`src/rtl/disparity_stream_framer_if.sv`:
```
// Pixel stream bundle between the block matcher, the framer and the bilateral filter.
// master drives the raw matcher pixel; slave is the framer producing the tagged pixel.
interface disparity_stream_framer_if #(
  parameter int disp_bits = 5
);
  logic [disp_bits-1:0] disparity_in;
  logic [7:0]           confidence_in;
  logic [7:0]           gray_in;
  logic                 sof_in;
  logic                 in_valid;

  logic [disp_bits-1:0] disparity_out;
  logic [7:0]           confidence_out;
  logic [7:0]           gray_out;
  logic                 first_pixel_in_line;
  logic                 last_pixel_in_line;
  logic                 last_pixel_in_frame;
  logic                 out_valid;
  logic                 frame_error;
  logic                 busy;

  modport master (
    output disparity_in, confidence_in, gray_in, sof_in, in_valid,
    input  disparity_out, confidence_out, gray_out, first_pixel_in_line,
           last_pixel_in_line, last_pixel_in_frame, out_valid, frame_error, busy
  );

  modport slave (
    input  disparity_in, confidence_in, gray_in, sof_in, in_valid,
    output disparity_out, confidence_out, gray_out, first_pixel_in_line,
           last_pixel_in_line, last_pixel_in_frame, out_valid, frame_error, busy
  );
endinterface

```
`src/rtl/disparity_stream_framer.sv`:
```
// Tags the matcher pixel stream with line/frame position ahead of the bilateral filter.
// Optional DISPARITY_FRAMER_STATS_EN adds frame_count and error_count outputs.
module disparity_stream_framer #(
  parameter int disp_bits    = 5,
  parameter int line_width   = 640,
  parameter int frame_height = 480
) (
  input  logic        clk,
  input  logic        reset,
  input  logic [7:0]  conf_min,
  disparity_stream_framer_if.slave bus
`ifdef DISPARITY_FRAMER_STATS_EN
  ,
  output logic [15:0] frame_count,
  output logic [15:0] error_count
`endif
);

  localparam int XW = (line_width   > 1) ? $clog2(line_width)   : 1;
  localparam int YW = (frame_height > 1) ? $clog2(frame_height) : 1;
  localparam logic [XW-1:0] X_LAST = XW'(line_width - 1);
  localparam logic [YW-1:0] Y_LAST = YW'(frame_height - 1);

  typedef enum logic [1:0] {
    IDLE   = 2'd0,
    ACTIVE = 2'd1,
    DRAIN  = 2'd2
  } state_t;

  state_t          r_state;
  state_t          w_nextState;
  logic [XW-1:0]   r_xPos, w_nextX;
  logic [YW-1:0]   r_yPos, w_nextY;
  logic [1:0]      r_drainCnt, w_nextDrain;

  logic            w_emit;
  logic            w_first;
  logic            w_lastLine;
  logic            w_lastFrame;
  logic            w_error;
  logic            w_atOrigin;
  logic            w_gated;

  logic [disp_bits-1:0] r_dispOut;
  logic [7:0]           r_confOut;
  logic [7:0]           r_grayOut;
  logic                 r_first;
  logic                 r_lastLine;
  logic                 r_lastFrame;
  logic                 r_outValid;
  logic                 r_frameError;
  logic                 r_busy;

  assign w_atOrigin = (r_xPos == '0) && (r_yPos == '0);
  assign w_gated    = bus.confidence_in < conf_min;

  always_ff @(posedge clk) begin
    if (reset) begin
      r_state    <= IDLE;
      r_xPos     <= '0;
      r_yPos     <= '0;
      r_drainCnt <= '0;
    end else begin
      r_state    <= w_nextState;
      r_xPos     <= w_nextX;
      r_yPos     <= w_nextY;
      r_drainCnt <= w_nextDrain;
    end
  end

  // A mid-frame sof restarts the frame in place: the pixel becomes (0,0) and the error is flagged.
  always_comb begin
    w_nextState = r_state;
    w_nextX     = r_xPos;
    w_nextY     = r_yPos;
    w_nextDrain = r_drainCnt;
    w_emit      = 1'b0;
    w_first     = 1'b0;
    w_lastLine  = 1'b0;
    w_lastFrame = 1'b0;
    w_error     = 1'b0;
    case (r_state)
      IDLE: begin
        if (bus.in_valid) begin
          if (bus.sof_in) begin
            w_emit      = 1'b1;
            w_first     = 1'b1;
            w_nextX     = XW'(1);
            w_nextY     = '0;
            w_nextState = ACTIVE;
          end else begin
            w_error = 1'b1;
          end
        end
      end
      ACTIVE: begin
        if (bus.in_valid) begin
          w_emit = 1'b1;
          if (bus.sof_in && !w_atOrigin) begin
            w_first = 1'b1;
            w_error = 1'b1;
            w_nextX = XW'(1);
            w_nextY = '0;
          end else begin
            w_first = (r_xPos == '0);
            if (r_xPos == X_LAST) begin
              w_lastLine = 1'b1;
              w_nextX    = '0;
              if (r_yPos == Y_LAST) begin
                w_lastFrame = 1'b1;
                w_nextY     = '0;
                w_nextDrain = 2'd2;
                w_nextState = DRAIN;
              end else begin
                w_nextY = r_yPos + YW'(1);
              end
            end else begin
              w_nextX = r_xPos + XW'(1);
            end
          end
        end
      end
      DRAIN: begin
        w_error = bus.in_valid;
        if (r_drainCnt == 2'd1) begin
          w_nextState = IDLE;
          w_nextDrain = '0;
        end else begin
          w_nextDrain = r_drainCnt - 2'd1;
        end
      end
      default: begin
        w_nextState = IDLE;
      end
    endcase
  end

  // Everything leaving the block is registered; idle cycles present all-zero data and tags.
  always_ff @(posedge clk) begin
    if (reset) begin
      r_dispOut    <= '0;
      r_confOut    <= '0;
      r_grayOut    <= '0;
      r_first      <= 1'b0;
      r_lastLine   <= 1'b0;
      r_lastFrame  <= 1'b0;
      r_outValid   <= 1'b0;
      r_frameError <= 1'b0;
      r_busy       <= 1'b0;
    end else begin
      r_dispOut    <= (w_emit && !w_gated) ? bus.disparity_in  : '0;
      r_confOut    <= (w_emit && !w_gated) ? bus.confidence_in : '0;
      r_grayOut    <= w_emit ? bus.gray_in : '0;
      r_first      <= w_first;
      r_lastLine   <= w_lastLine;
      r_lastFrame  <= w_lastFrame;
      r_outValid   <= w_emit;
      r_frameError <= w_error;
      r_busy       <= (w_nextState != IDLE);
    end
  end

  assign bus.disparity_out       = r_dispOut;
  assign bus.confidence_out      = r_confOut;
  assign bus.gray_out            = r_grayOut;
  assign bus.first_pixel_in_line = r_first;
  assign bus.last_pixel_in_line  = r_lastLine;
  assign bus.last_pixel_in_frame = r_lastFrame;
  assign bus.out_valid           = r_outValid;
  assign bus.frame_error         = r_frameError;
  assign bus.busy                = r_busy;

`ifdef DISPARITY_FRAMER_STATS_EN
  logic [15:0] r_frameCount;
  logic [15:0] r_errorCount;

  // Frames count on entry to DRAIN; errors saturate rather than wrap.
  always_ff @(posedge clk) begin
    if (reset) begin
      r_frameCount <= '0;
      r_errorCount <= '0;
    end else begin
      if (r_state == ACTIVE && w_nextState == DRAIN) begin
        r_frameCount <= r_frameCount + 16'd1;
      end
      if (w_error && r_errorCount != 16'hFFFF) begin
        r_errorCount <= r_errorCount + 16'd1;
      end
    end
  end

  assign frame_count = r_frameCount;
  assign error_count = r_errorCount;
`endif

endmodule
```
`src/flat_wrapper.sv`:
```
// flat-port wrapper written by rule: the top's interface ports become plain ports
module disparity_stream_framer_flat 
#(
  parameter int disp_bits    = 5,
  parameter int line_width   = 640,
  parameter int frame_height = 480
)
  (clk, reset, conf_min, bus_disparity_in, bus_confidence_in, bus_gray_in, bus_sof_in, bus_in_valid, bus_disparity_out, bus_confidence_out, bus_gray_out, bus_first_pixel_in_line, bus_last_pixel_in_line, bus_last_pixel_in_frame, bus_out_valid, bus_frame_error, bus_busy);
  disparity_stream_framer_if #(.disp_bits(disp_bits)) bus_i ();
  input  logic clk;
  input  logic reset;
  input  logic [7:0] conf_min;
  input wire logic [$bits(bus_i.disparity_in)-1:0] bus_disparity_in;
  input wire logic [$bits(bus_i.confidence_in)-1:0] bus_confidence_in;
  input wire logic [$bits(bus_i.gray_in)-1:0] bus_gray_in;
  input wire logic [$bits(bus_i.sof_in)-1:0] bus_sof_in;
  input wire logic [$bits(bus_i.in_valid)-1:0] bus_in_valid;
  output wire logic [$bits(bus_i.disparity_out)-1:0] bus_disparity_out;
  output wire logic [$bits(bus_i.confidence_out)-1:0] bus_confidence_out;
  output wire logic [$bits(bus_i.gray_out)-1:0] bus_gray_out;
  output wire logic [$bits(bus_i.first_pixel_in_line)-1:0] bus_first_pixel_in_line;
  output wire logic [$bits(bus_i.last_pixel_in_line)-1:0] bus_last_pixel_in_line;
  output wire logic [$bits(bus_i.last_pixel_in_frame)-1:0] bus_last_pixel_in_frame;
  output wire logic [$bits(bus_i.out_valid)-1:0] bus_out_valid;
  output wire logic [$bits(bus_i.frame_error)-1:0] bus_frame_error;
  output wire logic [$bits(bus_i.busy)-1:0] bus_busy;
  assign bus_i.disparity_in = bus_disparity_in;
  assign bus_i.confidence_in = bus_confidence_in;
  assign bus_i.gray_in = bus_gray_in;
  assign bus_i.sof_in = bus_sof_in;
  assign bus_i.in_valid = bus_in_valid;
  assign bus_disparity_out = bus_i.disparity_out;
  assign bus_confidence_out = bus_i.confidence_out;
  assign bus_gray_out = bus_i.gray_out;
  assign bus_first_pixel_in_line = bus_i.first_pixel_in_line;
  assign bus_last_pixel_in_line = bus_i.last_pixel_in_line;
  assign bus_last_pixel_in_frame = bus_i.last_pixel_in_frame;
  assign bus_out_valid = bus_i.out_valid;
  assign bus_frame_error = bus_i.frame_error;
  assign bus_busy = bus_i.busy;
  disparity_stream_framer #(.disp_bits(disp_bits), .line_width(line_width), .frame_height(frame_height)) u_core (.clk(clk), .reset(reset), .conf_min(conf_min), .bus(bus_i));
endmodule
```
`config.mk`:
```
export PLATFORM = sky130hd
export DESIGN_NAME = disparity_stream_framer_flat
export DESIGN_NICKNAME = d
export VERILOG_FILES = /design/src/rtl/disparity_stream_framer_if.sv /design/src/rtl/disparity_stream_framer.sv /design/src/flat_wrapper.sv
export SDC_FILE = /design/constraint.sdc
export NUM_CORES = 1
export LEC_CHECK = 0
export ABC_CLOCK_PERIOD_IN_PS = 3000
export BUFFER_PORTS_ARGS = -buffer_cell sky130_fd_sc_hd__buf_2
export CORE_ASPECT_RATIO = 1.25
export CORE_MARGIN = 2
export CORE_UTILIZATION = 52
export DETAILED_ROUTE_END_ITERATION = 16
export PLACE_DENSITY = 0.83
export SLEW_MARGIN = 0
export SYNTH_ARGS = -nofsm -noshare
export SYNTH_HDL_FRONTEND = slang
export SYNTH_SLANG_ARGS = --single-unit
export TNS_END_PERCENT = 50
```
`constraint.sdc`:
```
create_clock -name clk -period 3 [get_ports clk]
set_clock_uncertainty 0.15 [all_clocks]
set_input_delay 0.15 -clock clk [delete_from_list [all_inputs] [get_ports clk]]
set_output_delay 0.15 -clock clk [all_outputs]
set_load 0.005 [all_outputs]
```
==> flow_summary.rst, run 1 <==
.. list-table::
   :header-rows: 1

   * - Metric
     - Value
   * - Status
     - completed
   * - Critical-path maximum fanout
     - 12
   * - Post-CTS setup buffer count
     - 0
   * - Total number of yosys warnings
     - 0
   * - Cell Count, Final, Fillers Out
     - between 400 and 500
   * - Last weighted congestion value of the routability-driven placer
     - 0.8422
   * - Area of all sequential standard cells
     - roughly 1000 µm²
   * - TritonCTS clock tree
     - yes
   * - Post-synthesis instance area
     - 2307 µm²
   * - Peak clock frequency supported by timing
     - around 420 MHz
   * - Sum of overflow across all layers after global routing
     - 0
   * - Setup WS pre-CTS
     - 626.8 ps
   * - Power consumption
     - 1262 µW
   * - Area of the die
     - around 5000 µm²
   * - Total of cells resized after clock tree synthesis
     - 0
   * - Avg Vias per Cell
     - roughly 5.6
   * - Family with the most delay on the worst path
     - simple AND/OR/NAND/NOR gates
   * - Initial Utilization
     - 53.36%
   * - # setup viols final
     - 0
   * - Via count of the first global-routing pass
     - 2,231
   * - Die width
     - 63.58 µm
   * - Post-Synthesis Cells
     - 274
   * - Wire length per cell
     - 13.65 µm
   * - Slew of the pin with the lowest slew margin
     - 509.5 ps
   * - Layout cells sized above 1
     - 20.90%
   * - Count of buffer and inverter cells on the critical path
     - 1
   * - Total negative setup slack
     - 0 ps
   * - Number of cell rows
     - 27
   * - P per Cell Area
     - 426.2 nW/µm²
   * - Top cells by count, synth
     - sky130_fd_sc_hd__dfxtp_1, sky130_fd_sc_hd__nand3_1, sky130_fd_sc_hd__o21ai_0
   * - End-of-flow core utilization
     - 68.49%
   * - Final critical-path share of the clock period
     - between 80% and 90%
   * - Overall via count from detail_route
     - 2,305
   * - Data arrival time of the critical path
     - about 2500 ps
   * - Number of hold-slack violations in the final timing report
     - 0
   * - Antenna Violating Nets Remaining
     - 0
   * - Clock Root Buffer
     - sky130_fd_sc_hd__clkbuf_8
   * - Cell types with the largest area share after synthesis
     - sky130_fd_sc_hd__dfxtp_1, sky130_fd_sc_hd__nand3_1, sky130_fd_sc_hd__ha_1, sky130_fd_sc_hd__o21ai_0, sky130_fd_sc_hd__a21oi_1
   * - Required time of the critical path
     - 3080 ps
   * - I/O pins
     - 60
   * - Startpoint Class
     - flip-flop
   * - Critical path startpoint
     - u_core.r_xPos[0]
   * - Violation count after the first detailed-routing iteration
     - 156
   * - Worst-case clock buffer depth
     - 2
   * - Worst hold start
     - reset
   * - Syn_area_per_cell
     - 8.420 µm²
   * - Synthesized netlist net count
     - 319
   * - Distinct cells, synth
     - 41
   * - Fraction of registers with async set/reset
     - 0%
   * - Critical path class
     - reg2reg
   * - Clock slew at the register clock pins of the worst setup and hold paths
     - 90 ps
   * - Leak
     - 0.001302 µW
   * - Most instantiated flip-flop cell in the synthesis netlist
     - sky130_fd_sc_hd__dfxtp_1
   * - Proportion of synthesized chip area in sequential cells
     - 43.38%
   * - Final setup slack of the worst path
     - ~590 ps
   * - Sink count of the clock tree
     - 50
   * - Area share of the leading cell type in the synthesized netlist
     - roughly 43%
   * - Die Y-Extent
     - 78.48 µm
   * - VDD IR max
     - 253.8 µV
   * - Cell with the most instances after synthesis
     - sky130_fd_sc_hd__dfxtp_1
   * - #FFs+latches synth
     - 50
   * - Number of hold buffers added after CTS
     - 21
   * - Global-route wire length before repair
     - around 10 mm
   * - Type of the worst min-delay path
     - in2reg
   * - Floorplan Core Area
     - 4324 µm²
   * - Critical path endpoint category
     - flip-flop
   * - Final Routed Wirelength
     - ~5.6 mm
   * - Largest incremental delay on the critical path
     - 510 ps
   * - Max-slew headroom
     - about two thirds
   * - Gr usage total
     - 24.45%
   * - Layout Area Growth over Synthesis
     - 28.36%
   * - Number of H-tree branching levels
     - 2
   * - Detailed-placement wirelength estimate
     - 3.859 mm
   * - Worst-path cell chain
     - inv_1 > ha_1 > nor2b_1 > nand4_1 > o32a_1 > or2_1 > or3_1 > a21oi_1
   * - Dominant cell type by area after synthesis
     - sky130_fd_sc_hd__dfxtp_1
   * - Max Transition Viols Final
     - 0
   * - Max-cap violations
     - 0
   * - Antenna violations before repair
     - 0
   * - Insertion delay to the later sink of the worst-skew pair
     - 300 ps
   * - Filler cell count in the final layout
     - 371
   * - Total CTS buffers
     - 5
   * - Pin count of the biggest net entering global routing
     - 39
   * - Unrepaired setup endpoints after global routing
     - false
   * - Start of the worst register-to-register path
     - u_core.r_xPos[0]
   * - Count of buffers from port buffering
     - 59
   * - Total area of multi-input combinational cells
     - roughly 1200 µm²
   * - Drt drc
     - 0
   * - Slowest cell on the critical path
     - sky130_fd_sc_hd__o32a_1
   * - Placed Cells incl. Taps
     - ~380
   * - Final net count
     - 398
   * - First-pass iteration count of the detailed router
     - 4
   * - Number of flops mapped to enable cells by yosys
     - 0
   * - ANT cells
     - 0
   * - Post-layout min period
     - 2405 ps
-- state kept, by name (all words and copies together), names as in the netlist --
name	cells
u_core.bus.busy	1
u_core.bus.confidence_out	8
u_core.bus.disparity_out	5
u_core.bus.first_pixel_in_line	1
u_core.bus.frame_error	1
u_core.bus.gray_out	8
u_core.bus.last_pixel_in_frame	1
u_core.bus.last_pixel_in_line	1
u_core.bus.out_valid	1
u_core.r_drainCnt	2
u_core.r_state	2
u_core.r_xPos	10
u_core.r_yPos	9
-- final timing paths --
path | to | slack (ps) | depth (start not counted)
max | u_core.r_yPos[4] | 590 | 8
min | u_core.r_state[1] | 20 | 2
max reg2reg | u_core.r_yPos[4] | 590 | 8
min reg2reg | u_core.r_drainCnt[0] | 370 | 2
-- per-layer routing --
layer  global-route usage (%)  vias to the layer above  wire length [µm]
li1                         -                     1121                 -
met2                    44.53                       77              3015
met5                        0                        -                 0
met4                    11.30                        0               122
met1                    25.43                     1094              2130
met3                    7.307                       13               354
-- cells by family after synthesis --
logic type / count (synthesis) / share of synthesized area [%]
AND/OR/NAND/NOR: 123 / 29.07
AO/OA/AOI/OAI: 54 / 13.72
flip-flops: 50 / 43.38
buffers and inverters: 28 / 4.609
adder cells (fa/ha/maj): 12 / 6.507
XOR/XNOR: 6 / 2.278
multiplexers: 1 / 0.4339
-- power breakdown --
group	switching [µW]	total, µW	internal [µW]
sequential	7.86	687	679
combinational	93.0	173	79.7
clock	216	403	186
-- final cells by class --
type / count / area share (%)
multi-input cells: 196 / 40.68
clock buffers: 7 / 2.915
inverters: 17 / 2.155
flip-flops and latches: 50 / 33.80
clock inverters: 1 / 0.1690
repair buffers: 83 / 17.83
well taps: 58 / 2.450
-- placed cells by master (no fill, tap or decap), types with 2 or more instances in the layout --
cell type                        n
sky130_fd_sc_hd__and3_1          6
sky130_fd_sc_hd__xnor2_1         2
sky130_fd_sc_hd__nand2b_1        4
sky130_fd_sc_hd__ha_1           12
sky130_fd_sc_hd__inv_1          17
sky130_fd_sc_hd__o32a_1          2
sky130_fd_sc_hd__nor3_1          5
sky130_fd_sc_hd__or3_1           4
sky130_fd_sc_hd__a21oi_1        14
sky130_fd_sc_hd__nor3_2          3
sky130_fd_sc_hd__and4_1          2
sky130_fd_sc_hd__o21ai_1         5
sky130_fd_sc_hd__dlygate4sd3_1  21
sky130_fd_sc_hd__nor4_1          2
sky130_fd_sc_hd__buf_4           3
sky130_fd_sc_hd__nand3_1        38
sky130_fd_sc_hd__or3b_1          2
sky130_fd_sc_hd__nor2b_1         3
sky130_fd_sc_hd__buf_2          59
sky130_fd_sc_hd__a21o_1          3
sky130_fd_sc_hd__nor2_1         17
sky130_fd_sc_hd__o21ai_0        21
sky130_fd_sc_hd__and2_1         10
sky130_fd_sc_hd__nor3b_1         3
sky130_fd_sc_hd__xor2_1          4
sky130_fd_sc_hd__nand4_1         6
sky130_fd_sc_hd__dfxtp_1        50
sky130_fd_sc_hd__nand2_1        14
sky130_fd_sc_hd__clkbuf_8        6
-- per-stage QoR --
| stage | hold slack, ps | instance area, µm² |
|---|---|---|
| 6_report | 24.21 | 2962 |
| 5_1_grt | 40.89 | 2962 |
| 4_1_cts | 14.78 | 2962 |
| 3_5_place_dp | 204.8 | 2660 |
| 3_3_place_gp | 198.1 | 2660 |
| 2_1_floorplan | 121.7 | 2307 |
Note: power is estimated with default switching activity, not from simulation.
==> inputs of run 2 (changes only) <==
--- a/config.mk
+++ b/config.mk
@@ -5,7 +5,7 @@
 export SDC_FILE = /design/constraint.sdc
 export NUM_CORES = 1
 export LEC_CHECK = 0
-export ABC_CLOCK_PERIOD_IN_PS = 3000
+export ABC_CLOCK_PERIOD_IN_PS = 2300
 export BUFFER_PORTS_ARGS = -buffer_cell sky130_fd_sc_hd__buf_2
 export CORE_ASPECT_RATIO = 1.25
 export CORE_MARGIN = 2
==> constraint.sdc (replaced) <==
create_clock -name clk -period 2.3 [get_ports clk]
set_clock_uncertainty 0.15 [all_clocks]
set_input_delay 0.115 -clock clk [delete_from_list [all_inputs] [get_ports clk]]
set_output_delay 0.115 -clock clk [all_outputs]
set_load 0.005 [all_outputs]
==> run 2 against run 1 <==
Net effect:
- setup slack lost 460 ps
- total power grew 32%
- first-iteration DRC count shrank 17%
- worst hold slack gained 1.8 ps
- die area is the same
- sequential power grew 31%
- routed wire length grew 5.8%
- critical endpoint is now u_core.r_xPos[8]
==> flow_summary.rst, run 2 (synthesis gave the netlist of run 1 again) <==
.. list-table::
   :header-rows: 1

   * - Metric
     - Value
   * - Clock slew at the register clock pins of the worst setup and hold paths
     - 90 ps (about the same)
   * - I/O pins
     - 60 (unchanged)
   * - Number of H-tree branching levels
     - 2 (unchanged)
   * - Antenna Violating Nets Remaining
     - 0 (unchanged)
   * - Floorplan Core Area
     - 4324 µm² (unchanged)
   * - Startpoint Class
     - flip-flop (unchanged)
   * - Total negative setup slack
     - 0 ps (unchanged)
   * - Last weighted congestion value of the routability-driven placer
     - 0.8745 (was 0.8422)
   * - First-pass iteration count of the detailed router
     - 4 (unchanged)
   * - Register with the most flip-flops
     - u_core.r_xPos (unchanged)
   * - TritonCTS clock tree
     - yes (unchanged)
   * - Data arrival time of the critical path
     - 2240 ps (was 2490 ps)
   * - P per Cell Area
     - 545.0 nW/µm² (was 426.2 nW/µm²)
   * - Critical-path maximum fanout
     - 4 (was 12)
   * - Most frequent standard cell in the layout excluding fill and tap cells
     - sky130_fd_sc_hd__buf_2 (unchanged)
   * - Pin count of the biggest net entering global routing
     - 39 (unchanged)
   * - Filler cell count in the final layout
     - 360 (was 371)
   * - VDD IR max
     - 455.0 µV (was 253.8 µV)
   * - Die Y-Extent
     - 78.48 µm (unchanged)
   * - Max FFs per register
     - 10 (unchanged)
   * - Sink count of the clock tree
     - 50 (unchanged)
   * - Final critical-path share of the clock period
     - 94.32% (was 80.18%)
   * - Die width
     - 63.58 µm (unchanged)
   * - Critical path endpoint category
     - flip-flop (unchanged)
   * - Area of the die
     - 4989 µm² (unchanged)
   * - Post-layout min period
     - 2169 ps (was 2405 ps)
   * - Total CTS buffers
     - 5 (unchanged)
   * - Type of the worst min-delay path
     - in2reg (unchanged)
   * - Avg Vias per Cell
     - 5.532 (was 5.595)
   * - Initial Utilization
     - 53.36% (unchanged)
   * - Max-cap violations
     - 0 (unchanged)
   * - Global-route wire length before repair
     - 10.11 mm (was 9.722 mm)
   * - Layout cells sized above 1
     - 25.34% (was 20.90%)
   * - Peak clock frequency supported by timing
     - 461.0 MHz (was 415.8 MHz)
   * - Violation count after the first detailed-routing iteration
     - 130 (was 156)
   * - Registers with the most flip-flops
     - u_core.r_xPos (10), u_core.r_yPos (9) (unchanged)
   * - Post-CTS setup buffer count
     - 0 (unchanged)
   * - Worst-case clock buffer depth
     - 2 (unchanged)
   * - Unrepaired setup endpoints after global routing
     - false (unchanged)
   * - Via count of the first global-routing pass
     - 2,336 (was 2,231)
   * - Antenna violations before repair
     - 0 (unchanged)
   * - Count of buffers from port buffering
     - 59 (unchanged)
   * - Layout Area Growth over Synthesis
     - 32.81% (was 28.36%)
   * - Most frequent cells in the layout
     - sky130_fd_sc_hd__buf_2, sky130_fd_sc_hd__dfxtp_1, sky130_fd_sc_hd__nand3_1 (unchanged)
   * - Max Transition Viols Final
     - 0 (unchanged)
   * - Clock Root Buffer
     - sky130_fd_sc_hd__clkbuf_8 (unchanged)
   * - Overall via count from detail_route
     - 2,329 (was 2,305)
   * - Final Routed Wirelength
     - 5.948 mm (was 5.622 mm)
   * - ANT cells
     - 0 (unchanged)
   * - Critical path class
     - reg2reg (unchanged)
   * - Gr usage total
     - 25.14% (was 24.45%)
   * - Max-slew headroom
     - 68.14% (was 66.04%)
   * - Slew of the pin with the lowest slew margin
     - 476.8 ps (was 509.5 ps)
   * - Leak
     - 0.001365 µW (was 0.001302 µW)
   * - Insertion delay to the later sink of the worst-skew pair
     - 310 ps (was 300 ps)
   * - Status
     - completed (unchanged)
   * - Sum of overflow across all layers after global routing
     - 0 (unchanged)
   * - Drt drc
     - 0 (unchanged)
   * - Number of hold-slack violations in the final timing report
     - 0 (unchanged)
   * - Wire length per cell
     - 14.13 µm (was 13.65 µm)
   * - Power consumption
     - 1670 µW (was 1262 µW)
   * - Required time of the critical path
     - 2380 ps (was 3080 ps)
   * - Final net count
     - 407 (was 398)
   * - Number of cell rows
     - 27 (unchanged)
   * - # setup viols final
     - 0 (unchanged)
   * - Detailed-placement wirelength estimate
     - 3.955 mm (was 3.859 mm)
## run 2: cell count changes in the layout (fill, tap and decap cells not counted), sizes merged
cell and change:
buf +8, clkinvlp +1, clkbuf -1, dlygate4sd3 +1
## run 2: final cells by class
class / instances / area (µm²) / share of cell area (%)
Sequential cell: 50 / 1006 / 32.83
Timing Repair Buffer: 92 / 598.1 / 19.52
Tap cell: 58 / 72.57 / 2.368
Inverter: 17 / 63.81 / 2.082
Clock inverter: 2 / 12.51 / 0.4083
Multi-Input combinational cell: 196 / 1229 / 40.10
Clock buffer: 6 / 82.58 / 2.695
## run 2: final timing paths
check | depth (start not counted) | from | slack (ps) | endpoint
max | 8 | u_core.r_yPos[1] | 130 | u_core.r_xPos[8]
min | 3 | bus_in_valid | 30 | u_core.r_state[0]
max reg2reg | 8 | u_core.r_yPos[1] | 130 | u_core.r_xPos[8]
min reg2reg | 2 | u_core.r_yPos[3] | 370 | u_core.r_yPos[3]
## run 2: report_power, final
group	total [µW]	switching (µW)	internal (µW)
Clock	535	293	242
Sequential	898	11.7	886
Combinational	237	124	113
Total	1670	428	1240
## run 2: through the flow
| step | worst slack [ps] | hold WS (ps) | instance area (µm²) | instances | utilization, % |
|---|---|---|---|---|---|
| global route | 4.076 | 30.58 | 3064 | 421 | 70.86 |
| floorplan | 218.1 | 86.71 | 2307 | 274 | - |
| detailed placement | 57.16 | 169.6 | 2720 | 391 | 62.91 |
| global placement | 124.5 | 162.5 | 2720 | 391 | 62.91 |
| CTS | 39.33 | 22.26 | 3035 | 421 | 70.20 |
| finish | 130.7 | 25.99 | 3064 | 421 | 70.86 |
## run 2: critical path, stage by stage, from the launching register on
cell                      delay (ps)
sky130_fd_sc_hd__dfxtp_2         340
sky130_fd_sc_hd__inv_1            70
sky130_fd_sc_hd__ha_1            130
sky130_fd_sc_hd__nor4b_2         180
sky130_fd_sc_hd__nand2_1         100
sky130_fd_sc_hd__o32a_1          350
sky130_fd_sc_hd__or2_4           250
sky130_fd_sc_hd__or3_1           340
sky130_fd_sc_hd__a21oi_1         180
## run 2: routing by layer
layer	up-vias	share of wire, %	GRT usage [%]
met5	-	0	0
met4	0	2.1	10.00
met3	16	6.9	6.877
met2	87	53	47.16
met1	1089	38	26.03
li1	1137	-	-
## run 2: what timing repair did
| item | 4_1_cts | 5_1_grt |
|---|---|---|
| gates resized for setup | 0 | 10 |
| hold endpoints to repair | 25 | 0 |
| hold buffers | 22 | 0 |
| setup endpoints to repair | 0 | 19 |
